[config.mk]
export PLATFORM = sky130hd
export DESIGN_NAME = contador_sequenciador
export DESIGN_NICKNAME = d
export VERILOG_FILES = /design/src/rtl/contador_sequenciador.sv
export SDC_FILE = /design/constraint.sdc
export NUM_CORES = 1
export LEC_CHECK = 0
export BUFFER_PORTS_ARGS = -buffer_cell sky130_fd_sc_hd__clkbuf_2
export CORE_MARGIN = 2
export CORE_UTILIZATION = 51
export CTS_CLUSTER_SIZE = 16
export DETAILED_ROUTE_END_ITERATION = 8
export PLACE_DENSITY = 0.89
export SYNTH_ARGS = -nofsm -noshare
export SYNTH_HDL_FRONTEND = slang
export SYNTH_SLANG_ARGS = --single-unit
[constraint.sdc]
create_clock -name Clock -period 2.31 [get_ports Clock]
set_input_delay 0.1155 -clock Clock [delete_from_list [all_inputs] [get_ports Clock]]
set_output_delay 0.1155 -clock Clock [all_outputs]
set_load 0.02 [all_outputs]
[src/rtl/contador_sequenciador.sv]
// Sequencing controller for a W-bit up/down loadable counter.
// A command (start, target, direction, pass count) is accepted over a
// valid/ready handshake. The controller then drives the counter's
// Load/UpDown/Entrada inputs and watches its Saida output to run the
// requested passes. Whenever it is not counting, it freezes the counter
// by reloading the counter's own value.
//
// Handshake: a command transfers on a rising edge where CmdValid and
// CmdReady are both 1. CmdReady is 1 only in IDLE. A command presented
// while CmdReady=0 is dropped, not queued.
module contador_sequenciador #(
    parameter int W = 4
) (
    input  logic         Clock,
    input  logic         Reset,
    input  logic         CmdValid,
    output logic         CmdReady,
    input  logic [W-1:0] Partida,
    input  logic [W-1:0] Alvo,
    input  logic         Direcao,
    input  logic [W-1:0] Passes,
    input  logic         Abortar,
    input  logic [W-1:0] Saida,
    output logic         Load,
    output logic         UpDown,
    output logic [W-1:0] Entrada,
    output logic         Ocupado,
    output logic         Fim,
    output logic [1:0]   dbg_state
);

    typedef enum logic [1:0] {
        ST_IDLE  = 2'd0,
        ST_LOAD  = 2'd1,
        ST_COUNT = 2'd2,
        ST_DONE  = 2'd3
    } state_t;

    localparam logic [W-1:0] ONE = W'(1);

    state_t       state;
    state_t       state_next;
    logic [W-1:0] r_partida;
    logic [W-1:0] r_alvo;
    logic         r_dir;
    logic [W-1:0] r_rest;
    logic [W-1:0] r_hold;
    logic         hit;
    logic         abort_ok;

    // The counter has reached the target of the current pass.
    assign hit       = (Saida == r_alvo);
    // An abort is honoured only while a command is actually running.
    assign abort_ok  = Abortar && ((state == ST_LOAD) || (state == ST_COUNT));
    assign dbg_state = state;

    // Next-state and counter-drive decode. While frozen, the counter is
    // reloaded with its own value so that it holds.
    always_comb begin
        state_next = state;
        CmdReady   = 1'b0;
        Load       = 1'b0;
        UpDown     = r_dir;
        Entrada    = r_alvo;
        Ocupado    = 1'b0;
        Fim        = 1'b0;
        case (state)
            ST_IDLE: begin
                CmdReady = 1'b1;
                Load     = 1'b1;
                Entrada  = r_hold;
                UpDown   = 1'b1;
                if (CmdValid) state_next = ST_LOAD;
            end
            ST_LOAD: begin
                Load    = 1'b1;
                Entrada = r_partida;
                Ocupado = 1'b1;
                if (Abortar) begin
                    Entrada    = Saida;
                    state_next = ST_IDLE;
                end else begin
                    state_next = ST_COUNT;
                end
            end
            ST_COUNT: begin
                Ocupado = 1'b1;
                Load    = hit;
                Entrada = r_alvo;
                if (Abortar) begin
                    Load       = 1'b1;
                    Entrada    = Saida;
                    state_next = ST_IDLE;
                end else if (hit) begin
                    state_next = (r_rest > ONE) ? ST_LOAD : ST_DONE;
                end
            end
            ST_DONE: begin
                Fim        = 1'b1;
                Load       = 1'b1;
                Entrada    = r_hold;
                Ocupado    = 1'b1;
                state_next = ST_IDLE;
            end
            default: state_next = ST_IDLE;
        endcase
    end

    // State register and latched command fields.
    always_ff @(posedge Clock) begin
        if (!Reset) begin
            state     <= ST_IDLE;
            r_partida <= '0;
            r_alvo    <= '0;
            r_dir     <= 1'b0;
            r_rest    <= '0;
            r_hold    <= '0;
        end else begin
            state <= state_next;
            if (state == ST_IDLE && CmdValid) begin
                r_partida <= Partida;
                r_alvo    <= Alvo;
                r_dir     <= Direcao;
                r_rest    <= (Passes == '0) ? ONE : Passes;
            end
            if (abort_ok) begin
                r_hold <= Saida;
            end else if (state == ST_COUNT && hit) begin
                if (r_rest > ONE) r_rest <= r_rest - ONE;
                else              r_hold <= r_alvo;
            end
        end
    end

endmodule

==> run metrics <==
status completed; clk slew on worst S/H paths 120 ps; via count roughly 1,200; total power about 0.0008 W; Net Switching 0.000285 W; Worst Path Max Fanout 6; min cycle time layout just over 2000 ps; adder-cell share of the synthesized area roughly 8.4%; wire length of the first global-routing pass 4880 um; Synth Area in Simple Gates 24.2%; CP startpoint dbg_state[0]$_SDFFE_PN0P_; Seq pwr share about 48%; Worst R2R Start dbg_state[0]$_SDFFE_PN0P_; Post-route DRC 0; main combinational cell family by area after synthesis compound AO/OA/AOI/OAI gates; cts repair resizes 0; Core Util, Final 62.8%; RSZ-0062 raised after global routing no; yosys warns 0; crit-path max cell delay around 400 ps; ys flop type dfxtp_1; Cell Area, Synth between 1000 and 1500 um2; Seq/Total Area, Yosys 31.9%; drt wl/cell approximately 15 um; crit path launch type register; Placed Instances 200; metal2 WL 1370 um; Max Freq 0.486 GHz; Synth Register Bits 19; largest net degree at the start of global routing 19; hold buffer count at CTS 0; XOR/XNOR share of the synthesized area under 10%; post-route insts no fill 204; Hold Fails Final Rpt 0; WL met1 about 1400 um; max-slew violation count 0; DIE WIDTH 52.4 um; Root Driver clkbuf_4; Post-Syn Instances around 150; Antenna Cells 0; Combinational Power Share ~30%; CTS tree yes; Least-Margin Pin Slew 739 ps; GPL Wtd Cong 0.934; RR Endpoint r_rest[0]$_SDFF_PN0_; # clock sinks 19; number of antenna violations at the first check in global routing 0; DRT antenna net count 0; peak supply drop 0.438 mV; WS Path Type reg2out; Async S/R FF share, synth 0%; Clock Path Buffers 2; top-level port count 32; # H-tree levels 1; reg2reg setup slack 250 ps; Setup Skew 2.99 ps; Final Setup Violations 0; layout cells sized above 1 between 20% and 30%; top sig layer met4; Filler cells 202; Area Growth Syn to Fin 16.4%; Hold Path Class in2reg; overall routing resource usage about a quarter; post-DR vias/cell 5.99; initial cell density of the core a little over half; initial drt markers 54; first drt pass iteration count 4; WP data arrival 1940 ps; Critical-path top delay cell nor2b_1; DIE AREA around 2700 um2; multiplexer share of the synthesized area 0%; cells along the critical path inv_1 > ha_1 > nor2b_1 > a21oi_1 > o21ai_0 > clkbuf_2; # rows 17; worst setup path endpoint Entrada[0]; final wirelength 2960 um; number of enable flip-flop cells after synthesis 0; Clock Power Share 22.2%; clock buffer count from CTS 3; Rel. slew slack between 50% and 60%; sum of negative setup slack 0 ps; DP Area 1360 um2; post-layout instance area between 1000 and 1500 um2; Worst setup EP type output port; Post-Syn Nets 175; Tcrit/Tclk final roughly nine tenths; metal3 WL 181 um; core box area 2210 um2; Internal Power 0.000509 W; Power Density 571 nW/um2; Setup Buffers After CTS 0; CP required 2190 ps; Synth cell types 36; Clk Latency, worst-skew pair about 300 ps; switch share 35.9%; Final nets 206; HPWL after DPL 2220 um; Max Cap Violations 0; Worst R2R Path Depth 6; Port Buffers 31; number of global-route vias before repair 1,099; Avg Inst Size Synth roughly 8 um2; die height 52.4 um; Compound-Gate Fraction of Synth Area 28.2%; leak pwr ~0.6 nW; global route total overflow 0
==> sequential cells by signal, indices dropped and copies added, names as in the netlist <==
signal and flops:
r_dir 1, r_hold 4, dbg_state 2, r_rest 4
r_alvo 4, r_partida 4
==> cell usage in the layout (no fill, tap or decap), types with 2 or more instances in the layout <==
cell type	count
a21o_1	2
a22o_1	2
clkbuf_4	3
xor2_1	4
a211oi_1	5
o31a_1	2
nor2_1	2
clkbuf_2	31
and3_1	2
nand4b_1	2
nand2_1	32
o21ai_0	5
ha_1	8
dfxtp_1	19
nor3_1	2
a22oi_1	4
a311oi_1	5
nor2b_1	6
a21oi_1	17
and2_1	2
inv_1	5
==> power by group through the flow <==
stage               Clock, W  Combinational (W)  Sequential (W)
floorplan                  0           0.000164        0.000383
global placement           0           0.000226        0.000384
detailed placement         0           0.000236        0.000386
CTS                 0.000177           0.000237        0.000378
global route        0.000186           0.000263        0.000382
finish              0.000176           0.000238        0.000379
==> synth_stat cells, types with 3 or more instances <==
master | instances | area share (%)
dfxtp_1 | 19 | 32
nor2b_1 | 6 | 3.1
inv_1 | 5 | 1.6
a311oi_1 | 5 | 3.7
a22oi_1 | 4 | 2.5
xor2_1 | 4 | 2.9
clkbuf_1 | 3 | 0.94
a21oi_1 | 17 | 7.1
nand2_1 | 32 | 10
ha_1 | 8 | 8.4
o21ai_0 | 5 | 2.1
a211oi_1 | 5 | 3.1
==> logic make-up after synthesis <==
group                    Yosys count
AND/OR/NAND/NOR                   54
AO/OA/AOI/OAI                     49
flip-flops                        19
buffers and inverters             12
adder cells (fa/ha/maj)            8
XOR/XNOR                           4
==> worst min path at each step <==
stage                          start                        end  cells after the start  slack (ps)
after floorplan                Reset       r_rest[0]$_SDFF_PN0_                      1         240
after global placement       Alvo[3]     r_alvo[3]$_SDFFE_PN0N_                      3         340
after detailed placement     Alvo[2]     r_alvo[2]$_SDFFE_PN0N_                      3         350
after CTS                    Alvo[2]     r_alvo[2]$_SDFFE_PN0N_                      3          20
after global routing      Partida[0]  r_partida[0]$_SDFFE_PN0N_                      3          20
final                        Alvo[2]     r_alvo[2]$_SDFFE_PN0N_                      3          10
==> critical path: cells and delay by family, from the launching register on <==
family | cells | cell delay [ps]
and+or+nand+nor | 1 | 400
DFF | 1 | 380
buffers and inverters | 2 | 330
AOI/OAI and AO/OA | 2 | 280
adders and majority gates | 1 | 250
==> per-stage QoR <==
stage | worst slack, ps | hold slack [ps]
after floorplan | 272 | 243
after global placement | 409 | 338
after detailed placement | 283 | 347
after CTS | 263 | 16.6
after global routing | 61.3 | 16.2
final | 251 | 14.5
==> metal layers <==
metal / vias up / global-route usage (%)
li1: 591 / -
met1: 570 / 31.7
met2: 53 / 38.3
met3: 7 / 3.43
met4: 0 / 8.55
met5: - / 0
==> cell type report <==
| cell class | count | area, um2 | share of cell area, % |
|---|---|---|---|
| Clock buffer | 3 | 22.5 | 1.62 |
| Clock inverter | 1 | 5.00 | 0.360 |
| Inverter | 6 | 22.5 | 1.62 |
| Multi-Input combinational cell | 115 | 761 | 54.8 |
| Sequential cell | 19 | 380 | 27.4 |
| Tap cell | 28 | 35.0 | 2.52 |
| Timing Repair Buffer | 32 | 163 | 11.7 |
(Power assumes the default switching activity.)
